[src/rtl/max_pool_layer.sv]
// 2x2 stride-2 signed max pooling over a raster pixel stream.
// One half-row line buffer carries horizontal maxima from even rows to odd rows.
module max_pool_layer #(
  parameter int D_WIDTH      = 8,
  parameter int CHANNELS     = 3,
  parameter int IMAGE_WIDTH  = 32,
  parameter int IMAGE_HEIGHT = 32
) (
  input  logic                          clk,
  input  logic                          rst_n,
  input  logic                          input_valid,
  input  logic [D_WIDTH*CHANNELS-1:0]   input_data,
  output logic                          output_valid,
  output logic [D_WIDTH*CHANNELS-1:0]   output_data,
  output logic                          frame_done
);

  localparam int PW       = D_WIDTH * CHANNELS;
  localparam int COL_W    = $clog2(IMAGE_WIDTH);
  localparam int ROW_W    = $clog2(IMAGE_HEIGHT);
  localparam int LB_DEPTH = IMAGE_WIDTH / 2;
  localparam int LB_AW    = (LB_DEPTH > 1) ? $clog2(LB_DEPTH) : 1;

  typedef enum logic {
    ROW_EVEN,
    ROW_ODD
  } state_t;

  state_t            state;
  state_t            next_state;
  logic [COL_W-1:0]  col;
  logic [ROW_W-1:0]  row;
  logic [PW-1:0]     hold;
  logic [PW-1:0]     line_buf [LB_DEPTH];

  logic              col_last;
  logic              row_last;
  logic [LB_AW-1:0]  lb_idx;
  logic [PW-1:0]     max_hold_in;
  logic [PW-1:0]     max_lb_in;

  logic              hold_from_pix;
  logic              hold_from_lb;
  logic              lb_write;
  logic              emit;
  logic              emit_last;

  // Channel-wise signed maximum of two packed pixels.
  function automatic logic [PW-1:0] pix_max(input logic [PW-1:0] a, input logic [PW-1:0] b);
    logic [PW-1:0] r;
    r = '0;
    for (int c = 0; c < CHANNELS; c++) begin
      if ($signed(a[c*D_WIDTH +: D_WIDTH]) > $signed(b[c*D_WIDTH +: D_WIDTH]))
        r[c*D_WIDTH +: D_WIDTH] = a[c*D_WIDTH +: D_WIDTH];
      else
        r[c*D_WIDTH +: D_WIDTH] = b[c*D_WIDTH +: D_WIDTH];
    end
    return r;
  endfunction

  assign col_last    = (col == COL_W'(IMAGE_WIDTH - 1));
  assign row_last    = (row == ROW_W'(IMAGE_HEIGHT - 1));
  assign lb_idx      = LB_AW'(col >> 1);
  assign max_hold_in = pix_max(hold, input_data);
  assign max_lb_in   = pix_max(line_buf[lb_idx], input_data);

  always_ff @(posedge clk or negedge rst_n) begin
    if (!rst_n) begin
      state <= ROW_EVEN;
    end else begin
      state <= next_state;
    end
  end

  // Row parity selects the datapath action; column parity picks left/right of a window.
  always_comb begin
    next_state    = state;
    hold_from_pix = 1'b0;
    hold_from_lb  = 1'b0;
    lb_write      = 1'b0;
    emit          = 1'b0;
    emit_last     = 1'b0;
    if (input_valid) begin
      if (state == ROW_EVEN) begin
        if (!col[0]) hold_from_pix = 1'b1;
        else         lb_write      = 1'b1;
      end else begin
        if (!col[0]) begin
          hold_from_lb = 1'b1;
        end else begin
          emit      = 1'b1;
          emit_last = col_last && row_last;
        end
      end
      if (col_last) begin
        next_state = (state == ROW_EVEN) ? ROW_ODD : ROW_EVEN;
      end
    end
  end

  always_ff @(posedge clk or negedge rst_n) begin
    if (!rst_n) begin
      col          <= '0;
      row          <= '0;
      hold         <= '0;
      output_valid <= 1'b0;
      frame_done   <= 1'b0;
      output_data  <= '0;
    end else begin
      output_valid <= emit;
      frame_done   <= emit_last;
      if (emit) begin
        output_data <= max_hold_in;
      end
      if (hold_from_pix) begin
        hold <= input_data;
      end else if (hold_from_lb) begin
        hold <= max_lb_in;
      end
      if (input_valid) begin
        if (col_last) begin
          col <= '0;
          row <= row_last ? '0 : row + 1'b1;
        end else begin
          col <= col + 1'b1;
        end
      end
    end
  end

  // Entries are always rewritten in an even row before the odd row reads them, so no reset.
  always_ff @(posedge clk) begin
    if (lb_write) begin
      line_buf[lb_idx] <= max_hold_in;
    end
  end

endmodule
[config.mk]
export PLATFORM = sky130hd
export DESIGN_NAME = max_pool_layer
export DESIGN_NICKNAME = d
export VERILOG_FILES = /design/src/rtl/max_pool_layer.sv
export SDC_FILE = /design/constraint.sdc
export NUM_CORES = 1
export LEC_CHECK = 0
export ABC_AREA = 1
export BUFFER_PORTS_ARGS = -buffer_cell sky130_fd_sc_hd__clkbuf_2
export CAP_MARGIN = 25
export CORE_ASPECT_RATIO = 0.8
export CORE_MARGIN = 2
export CORE_UTILIZATION = 39
export CTS_CLUSTER_DIAMETER = 50
export DETAILED_ROUTE_END_ITERATION = 8
export PLACE_DENSITY = 0.55
export SLEW_MARGIN = 20
export SYNTH_ARGS = -nofsm -noshare
export SYNTH_HDL_FRONTEND = slang
export SYNTH_SLANG_ARGS = --single-unit
[constraint.sdc]
create_clock -name clk -period 3.1 [get_ports clk]
set_input_delay 0.775 -clock clk [delete_from_list [all_inputs] [get_ports clk]]
set_output_delay 0.775 -clock clk [all_outputs]
set_load 0.05 [all_outputs]
==> results of run 1 <==
[timing repair]
item	4_1_cts	5_1_grt
buffers inserted	0	3
cloned	0	5
endpoints found under the hold margin	0	0
hold buffers	0	0
pin swaps	0	2
resized for setup	1	39
setup endpoints to repair	7	24
[cell usage after synthesis, drive strengths merged]
| master | count | area share, % |
|---|---|---|
| nand2 | 865 | 17 |
| edfxtp | 384 | 59 |
| nand3 | 176 | 4.5 |
| inv | 114 | 2.2 |
| dfrtp | 61 | 7.8 |
| nor2 | 61 | 1.2 |
| nand4 | 59 | 1.9 |
| ha | 52 | 3.3 |
| buf | 43 | 1.0 |
| clkbuf | 25 | 0.48 |
| and2 | 24 | 0.77 |
| a21oi | 20 | 0.55 |
| nor3 | 14 | 0.36 |
| o21ai | 6 | 0.15 |
| a21o | 5 | 0.19 |
| xor2 | 2 | 0.089 |
| clkinv | 1 | 0.019 |
| o21a | 1 | 0.038 |
| o22ai | 1 | 0.032 |
[worst max-delay path by stage]
stage | endpoint | slack (ns) | start | depth (start not counted)
floorplan | line_buf[14][0] | -0.44 | input_valid | 5
global placement | hold[12] | 0.08 | col[1] | 19
detailed placement | hold[9] | 0.003 | col[1] | 19
CTS | hold[20] | 0.02 | col[1] | 18
global route | hold[20] | -0.04 | col[1] | 20
finish | hold[20] | 0.18 | col[1] | 20
[kinds of logic after synthesis]
group           share of synthesized area (%)
flops                                    66.6
simple gates                             25.3
compound gates                          0.964
buf+inv                                  3.73
xor+xnor                               0.0894
fa+ha+maj                                3.32
[critical path, cell delays in order, from the launching register on]
cell	delay, ns
dfrtp_4	0.56
buf_4	0.17
nor2_4	0.19
buf_12	0.20
nand2_1	0.07
nand4_1	0.09
nand2_1	0.06
nand2_1	0.10
nor2_2	0.06
inv_1	0.05
ha_1	0.23
a21oi_1	0.22
nor2_1	0.08
nor2_2	0.12
nand3_1	0.13
nand2_1	0.09
nor2_2	0.04
buf_4	0.16
nand2_1	0.06
nand3_1	0.07
nand2_1	0.10
[power by group]
part           leakage (nW)  internal (mW)  switching (mW)
Combinational          4.93           3.95            8.22
Clock                 0.710           3.16            2.31
Sequential             4.20           8.48           0.310
[stage by stage]
step           TNS, ns  hold WS [ns]
2_1_floorplan  -108.30         0.449
3_3_place_gp         0         0.462
3_5_place_dp         0         0.468
4_1_cts              0         0.317
5_1_grt         -0.175         0.334
6_report             0         0.292
[final cells by class]
cell class                      count  area (um^2)  share of cell area (%)
Sequential cell                   445        13100                    55.5
Tap cell                          675          845                    3.59
Multi-Input combinational cell   1286         6040                    25.7
Clock inverter                     23          234                   0.994
Timing Repair Buffer              170         1670                    7.08
Inverter                          115          439                    1.87
Clock buffer                       58         1240                    5.26
[layout by cell type (no fill, tap or decap), types with 10 or more instances in the layout]
cell type  netlist  layout
ha_1            52      51
nor2_2           1      19
buf_12           0      34
and2_1          24      24
nand2_1        864     859
dfrtp_1         61      59
a21oi_1         18      18
clkbuf_1        25      10
nand3_1        176     173
buf_4            4      77
edfxtp_1       384     384
nor2_1          59      35
inv_1          110     110
nand4_1         59      59
nor3_2           0      12
clkbuf_2         0      51
clkbuf_16        0      53
[state kept, by name (all words and copies together), names as in the netlist]
name          count
output_valid      1
col               5
frame_done        1
row               5
line_buf        384
output_data      24
hold             24
state             1
[metal layers]
metal / part of all wire (%) / vias up / global-route usage (%)
met5: 0.024 / - / 0
met4: 1.6 / 2 / 4.09
met3: 6.7 / 69 / 3.43
met2: 45 / 438 / 32.4
met1: 47 / 6955 / 30.4
li1: - / 6720 / -
==> impl_metrics.json, run 1 <==
{
  "placed_cell_area_um2": 21800,
  "overflow": 0,
  "cts_made_buffers": 47,
  "power.density_nw_per_um2": 1120,
  "pre_cts_ws_ns": 0.00322,
  "fmax_ghz": 0.343,
  "antenna_found_initial": 1,
  "fin_area_um2": 23500,
  "final.min_clock_period_ns": 2.92,
  "grt_max_degree": 62,
  "required_ns": 3.60,
  "detail_route.vias_per_cell": 5.12,
  "chipHeight_um": 205,
  "start_kind": "register",
  "r2r_start": "col[1]",
  "status": "complete, no violations",
  "clk_pin_slew_worst_paths_ns": 0.06,
  "relSlewSlack_pct": 38.3,
  "fillers": 4577,
  "drt-total-wl_mm": 54.4,
  "clockBufferDepth": 3,
  "vias": 14200,
  "power_leakage_nw": 9.84,
  "syn_inst": 1914,
  "portBuffers": 52,
  "synthesis.nets": 1993,
  "h-tree-depth": 2,
  "cts_num_sinks": 445,
  "fin_crit_sh_pct": 94.1,
  "drc_errors": 0,
  "vdd_drop_max_mv": 0.570,
  "reg2reg_depth": 20,
  "reg2reg_to": "hold[20]",
  "layout-drive-gt1-share_pct": 13.8,
  "synth_area_um2": 19600,
  "grt_usage_pct": 20.7,
  "power_mw": 26.4,
  "critPathKind": "reg2reg",
  "avgRoutedWirePerCell_um": 19.6,
  "rows": 73,
  "tightest_slew_ns": 0.924,
  "cap_violations": 0,
  "initial_core_util_pct": 39.5,
  "root_buffer": "clkbuf_16",
  "setup_violations": 0,
  "gp_congestion": 0.882,
  "worstSetupEndpointType": "register",
  "finalWorstSetupSlack_ns": 0.184,
  "fin_util_pct": 47.4,
  "grt_pass1_vias": 13500,
  "reg2reg_setup_slack_ns": 0.18,
  "skew_ns": 0.0238,
  "crit_path_max_fanout": 17,
  "drtIter0Drc": 1101,
  "synth_cell_types": 26,
  "syn_area_per_cell_um2": 10.2,
  "nNetsFinal": 2144,
  "dieArea_um2": 52100,
  "dp_cells": 2683,
  "chipWidth_um": 255,
  "instances_no_fill": 2772,
  "pin_count": 53,
  "clock_latency_ns": 0.56,
  "ys_seq_area_share_pct": 66.6,
  "antenna_cells": 0,
  "cts_tree": "done",
  "hold_class": "in2async",
  "yosysWarnings": 0,
  "hpwl_mm": 32.4,
  "core_um2": 49700,
  "first_pass_iters": 5,
  "finalHoldViolCount": 0,
  "final_antenna_net_count": 0,
  "grt_pass1_wl_mm": 81.4,
  "ys_ff_latch": 445,
  "crit_arrival_ns": 3.41,
  "rsz0062_at_grt": "true",
  "area_growth_pct": 20.0,
  "final-max-slew-violation-count": 0
}
(Power assumes the default switching activity.)
==> run 2: changes to the inputs <==
--- a/config.mk
+++ b/config.mk
@@ -14,6 +14,7 @@
 export CTS_CLUSTER_DIAMETER = 50
 export DETAILED_ROUTE_END_ITERATION = 8
 export PLACE_DENSITY = 0.55
+export REMOVE_ABC_BUFFERS = 1
 export SLEW_MARGIN = 20
 export SYNTH_ARGS = -nofsm -noshare
 export SYNTH_HDL_FRONTEND = slang
==> run 2 against run 1 <==
  * Fmax is 1.4% lower
  * Clock skew is 0.0090 ns lower
  * Cell count is 1.2% higher
  * Register-to-register slack worse by 0.04 ns
  * Die area stayed put
  * Hold slack better by 0.086 ns
  * First-iteration DRC count is 6.7% higher
  * Utilization is 0.74 points higher
  * Combinational power is 4% higher
  * Setup slack worse by 0.040 ns
  * Non-clock buffer count is 29 higher
  * Largest cell class unchanged
  * Largest power group unchanged
  * Highest routed layer is now met4
==> impl_metrics.json, run 2 (same netlist as run 1, synthesis figures left out) <==
{
  "fmax_ghz": 0.338,
  "first_pass_iters": 5,
  "regArea_um2": 13100,
  "power.density_nw_per_um2": 1130,
  "pin_count": 53,
  "worst-path-stages": 25,
  "critical_path.top_delay_family": "simple AND/OR/NAND/NOR gates",
  "chipWidth_um": 255,
  "worstSetupEndpointType": "register",
  "fillers": 4580,
  "reg2reg_to": "hold[18]",
  "cp_slowest_cell": "dfrtp_4",
  "final.min_clock_period_ns": 2.96,
  "power_mw": 26.9,
  "start_kind": "register",
  "final-max-slew-violation-count": 0,
  "cts_tree": "done",
  "area_growth_pct": 21.9,
  "finalHoldViolCount": 0,
  "relSlewSlack_pct": 40.6,
  "drc_errors": 0,
  "root_buffer": "clkbuf_16",
  "setup_violations": 0,
  "endpoint": "hold[18]",
  "instances_no_fill": 2806,
  "nNetsFinal": 2173,
  "multiInputGateArea_um2": 6230,
  "fin_crit_sh_pct": 95.4,
  "rows": 73,
  "power_leakage_nw": 10.0,
  "crit_top_cell": "nand2_1",
  "layout-drive-gt1-share_pct": 16.4,
  "status": "complete, no violations",
  "grt_max_degree": 62,
  "cp-startpoint": "col[1]",
  "h-tree-depth": 2,
  "grt_pass1_vias": 13500,
  "reg2reg_setup_slack_ns": 0.14,
  "portBuffers": 52,
  "vias": 14100,
  "path_buf_inv": 8,
  "cts_made_buffers": 47,
  "largest_register": "line_buf",
  "tightest_slew_ns": 0.890,
  "skew_ns": 0.0148,
  "hpwl_mm": 32.7,
  "dieArea_um2": 52100,
  "r2r_start": "col[1]",
  "avgRoutedWirePerCell_um": 19.1,
  "rsz0062_at_grt": "true",
  "top_regs": "line_buf x384, hold x24, output_data x24",
  "chipHeight_um": 205,
  "drtIter0Drc": 1175,
  "crit_path_max_fanout": 8,
  "clock_latency_ns": 0.57,
  "cap_violations": 0,
  "clockBufferDepth": 3,
  "antenna_cells": 0,
  "cts_num_sinks": 445,
  "final_cell_mix": "nand2_1, edfxtp_1, nand3_1",
  "pre_cts_ws_ns": -0.00661,
  "reg2reg_depth": 25,
  "gp_congestion": 0.833,
  "grt_usage_pct": 20.3,
  "clk_pin_slew_worst_paths_ns": 0.06,
  "drt-total-wl_mm": 53.6,
  "hold_class": "in2async",
  "crit_arrival_ns": 3.41,
  "placed_cell_area_um2": 21700,
  "final_antenna_net_count": 0,
  "detail_route.vias_per_cell": 5.01,
  "core_um2": 49700,
  "grt_pass1_wl_mm": 79.7,
  "critPathMaxStageDelay_ns": 0.48,
  "required_ns": 3.55,
  "overflow": 0,
  "critPathKind": "reg2reg",
  "initial_core_util_pct": 39.5,
  "dp_cells": 2694,
  "antenna_found_initial": 0,
  "largest_reg_flops": 384,
  "fin_area_um2": 23900,
  "layout_commonest_cell": "nand2_1",
  "vdd_drop_max_mv": 0.572,
  "finalWorstSetupSlack_ns": 0.144
}
run 2: changes by cell type in the layout (fill, tap and decap cells not counted), sizes merged:
cell | before | now
buf | 114 | 141
inv | 116 | 117
clkbuf | 114 | 123
bufinv | 4 | 1
run 2: power by group:
group	internal [mW]	switching [mW]	total [mW]
clock network	3.04	2.34	5.38
logic	4.30	8.42	12.7
registers	8.50	0.317	8.81
total	15.8	11.1	26.9
run 2: worst min path at each step:
| stage | from | end | slack, ns | cells past startpoint |
|---|---|---|---|---|
| floorplan | hold[16] | hold[16] | 0.45 | 2 |
| global placement | output_data[9] | output_data[9] | 0.46 | 2 |
| detailed placement | output_data[9] | output_data[9] | 0.46 | 2 |
| CTS | rst_n | hold[0] | 0.40 | 2 |
| global route | rst_n | output_data[7] | 0.44 | 2 |
| finish | rst_n | output_data[7] | 0.38 | 2 |
run 2: stage by stage:
step	hold WS, ns	utilization [%]	setup TNS (ns)
after global routing	0.437	48.1	-0.279
after global placement	0.461	43.7	0
after detailed placement	0.464	43.7	-0.00661
after CTS	0.404	46.7	0
after floorplan	0.449	-	-623.12
final	0.378	48.1	0
run 2: area by class of cell:
type                       count  share of cell area, %
clock buffer                  65                   5.47
clock inverter                21                  0.628
inverter                     115                   1.85
multi-input combinational   1286                   26.1
sequential                   445                   54.7
tap                          675                   3.53
timing repair buffer         199                   7.78
run 2: per-layer routing:
| metal | routed length (um) | vias to the layer above | share of wire (%) | global-route usage (%) |
|---|---|---|---|---|
| met5 | 0 | - | 0 | 0 |
| met4 | 1230 | 0 | 2.3 | 5.39 |
| met3 | 3230 | 79 | 6.0 | 2.95 |
| met2 | 24500 | 403 | 46 | 32.7 |
| met1 | 24600 | 6795 | 46 | 28.8 |
| li1 | - | 6781 | - | - |
run 2: timing repair:
action	CTS	global route
cloned	0	7
endpoints found under the setup margin	1	24
buffers inserted	0	20
pin swaps	0	23
gates resized for setup	2	85
hold buffers	0	0
==> run 3: changes to the inputs <==
--- a/config.mk
+++ b/config.mk
@@ -13,7 +13,7 @@
 export CORE_UTILIZATION = 39
 export CTS_CLUSTER_DIAMETER = 50
 export DETAILED_ROUTE_END_ITERATION = 8
-export PLACE_DENSITY = 0.55
+export PLACE_DENSITY = 0.53
 export REMOVE_ABC_BUFFERS = 1
 export SLEW_MARGIN = 20
 export SYNTH_ARGS = -nofsm -noshare
==> constraint.sdc (replaced) <==
create_clock -name clk -period 3.2 [get_ports clk]
set_input_delay 0.8 -clock clk [delete_from_list [all_inputs] [get_ports clk]]
set_output_delay 0.8 -clock clk [all_outputs]
set_load 0.05 [all_outputs]
==> run 3 against run 2 <==
  * Critical path depth fell by 2
  * Clock skew fell by 0.00092 ns
  * Clock power fell by 5.9%
  * Die area did not move
  * Highest routed layer unchanged
  * Power fell by 9.2%
  * Routed wire length fell by 3.3%
  * Cell count fell by 1.6%
==> impl_metrics.json, run 3 (same netlist as run 1, synthesis figures left out) <==
{
  "crit_arrival_ns": 3.45,
  "antenna_cells": 0,
  "clockBufferDepth": 3,
  "reg2reg_depth": 23,
  "tightest_slew_ns": 0.877,
  "path_buf_inv": 6,
  "overflow": 0,
  "grt_max_degree": 62,
  "cp_slowest_cell": "dfrtp_4",
  "critPathKind": "reg2reg",
  "finalWorstSetupSlack_ns": 0.243,
  "largest_register": "line_buf",
  "final_cell_mix": "nand2_1, edfxtp_1, nand3_1",
  "rsz0062_at_grt": "true",
  "fillers": 4722,
  "clk_pin_slew_worst_paths_ns": 0.06,
  "largest_reg_flops": 384,
  "cts_num_sinks": 445,
  "pin_count": 53,
  "clock_latency_ns": 0.56,
  "setup_violations": 0,
  "nNetsFinal": 2132,
  "area_growth_pct": 17.7,
  "top_regs": "line_buf x384, hold x24, output_data x24",
  "start_kind": "register",
  "layout_commonest_cell": "nand2_1",
  "cap_violations": 0,
  "chipWidth_um": 255,
  "cts_tree": "done",
  "finalHoldViolCount": 0,
  "h-tree-depth": 2,
  "vdd_drop_max_mv": 1.05,
  "gp_congestion": 0.852,
  "crit_chain": "buf_6, nor2_2, buf_12, buf_4, nand2_1, nand4_1, nand2_1, nand2_1, nor2_2, inv_1, ha_1, nand2_1, inv_1, nand2_1, nand2_1, nand2_1, nand3_1, nand2_1, nor2_1, buf_4, nand2_1, nand3_1, nand2_1",
  "skew_ns": 0.0139,
  "worst-path-stages": 23,
  "critPathMaxStageDelay_ns": 0.52,
  "fmax_ghz": 0.338,
  "hold_class": "in2async",
  "fin_crit_sh_pct": 92.4,
  "avgRoutedWirePerCell_um": 18.8,
  "fin_area_um2": 23100,
  "first_pass_iters": 5,
  "cts_made_buffers": 46,
  "fin_util_pct": 46.4,
  "critical_path.top_delay_family": "simple AND/OR/NAND/NOR gates",
  "placed_cell_area_um2": 21600,
  "relSlewSlack_pct": 41.5,
  "final.min_clock_period_ns": 2.96,
  "initial_core_util_pct": 39.5,
  "crit_path_max_fanout": 25,
  "pre_cts_ws_ns": 0.0334,
  "grt_pass1_wl_mm": 79.0,
  "rows": 73,
  "power_leakage_nw": 9.66,
  "required_ns": 3.69,
  "drtIter0Drc": 901,
  "cp-startpoint": "col[1]",
  "dieArea_um2": 52100,
  "hpwl_mm": 31.5,
  "power.density_nw_per_um2": 1060,
  "drt-total-wl_mm": 51.8,
  "root_buffer": "clkbuf_16",
  "grt_pass1_vias": 13200,
  "status": "complete, no violations",
  "final.setup.tns_ns": 0,
  "antenna_found_initial": 0,
  "endpoint": "hold[17]",
  "power_mw": 24.4,
  "worstSetupEndpointType": "register",
  "reg2reg_to": "hold[17]",
  "portBuffers": 52,
  "final_antenna_net_count": 0,
  "vias": 13700,
  "final-max-slew-violation-count": 0,
  "layout-drive-gt1-share_pct": 12.7,
  "crit_top_cell": "nand2_1",
  "chipHeight_um": 205,
  "drc_errors": 0,
  "core_um2": 49700,
  "reg2reg_setup_slack_ns": 0.24,
  "grt_usage_pct": 20.1,
  "r2r_start": "col[1]",
  "detail_route.vias_per_cell": 4.95
}
==> run 3: cell count changes in the layout (fill, tap and decap cells not counted), moves of 4 or more <==
cell	before	now
buf_12	28	22
buf_4	108	80
clkbuf_16	56	48
clkinv_1	6	12
clkinv_2	7	2
ha_1	46	52
ha_4	6	0
nand2_1	847	862
nand2_2	15	3
nand3_4	4	0
nor2_1	30	40
nor2_4	15	5
==> run 3: cell type report <==
cell class / instances / area (um^2) / share of cell area, %
Multi-Input combinational cell: 1286 / 5970 / 25.9
Timing Repair Buffer: 159 / 1370 / 5.94
Tap cell: 675 / 845 / 3.66
Inverter: 115 / 433 / 1.88
Clock buffer: 60 / 1240 / 5.40
Sequential cell: 445 / 13100 / 56.6
Clock inverter: 21 / 144 / 0.624
==> run 3: where the power goes <==
| group | internal (mW) | switching [mW] |
|---|---|---|
| Sequential | 8.22 | 0.283 |
| Combinational | 3.38 | 7.49 |
| Clock | 2.82 | 2.24 |
==> run 3: worst min-delay path by stage <==
| stage | startpoint | end | slack [ns] | cells past startpoint |
|---|---|---|---|---|
| global route | rst_n | output_data[7] | 0.47 | 2 |
| finish | rst_n | output_data[7] | 0.40 | 2 |
| global placement | output_data[12] | output_data[12] | 0.46 | 2 |
| floorplan | hold[16] | hold[16] | 0.45 | 2 |
| CTS | rst_n | output_data[7] | 0.44 | 2 |
| detailed placement | output_data[15] | output_data[15] | 0.46 | 2 |
==> run 3: routing by layer <==
layer | up-vias | track usage (%) | wire length, um
li1 | 6694 | - | -
met1 | 6611 | 28.8 | 24800
met2 | 277 | 32.7 | 23600
met3 | 73 | 2.78 | 2300
met4 | 0 | 4.49 | 1090
met5 | - | 0 | 0
==> run 3: stage by stage <==
step / instances / hold WS, ns
2_1_floorplan: 1846 / 0.449
6_report: 2761 / 0.396
3_3_place_gp: 2677 / 0.463
5_1_grt: 2761 / 0.475
3_5_place_dp: 2677 / 0.464
4_1_cts: 2758 / 0.443
==> run 3: what timing repair did <==
action,in CTS,in global routing
resized for setup,0,22
hold buffers,0,0
endpoints found under the setup margin,0,24
setup buffers,0,2
==> run 3: worst reg2reg max path, stage by stage, from the launching register on <==
cell	delay [ns]
dfrtp_4	0.52
buf_6	0.17
nor2_2	0.15
buf_12	0.20
buf_4	0.22
nand2_1	0.07
nand4_1	0.09
nand2_1	0.06
nand2_1	0.13
nor2_2	0.06
inv_1	0.05
ha_1	0.22
nand2_1	0.09
inv_1	0.04
nand2_1	0.05
nand2_1	0.06
nand2_1	0.10
nand3_1	0.11
nand2_1	0.08
nor2_1	0.04
buf_4	0.16
nand2_1	0.06
nand3_1	0.07
nand2_1	0.10
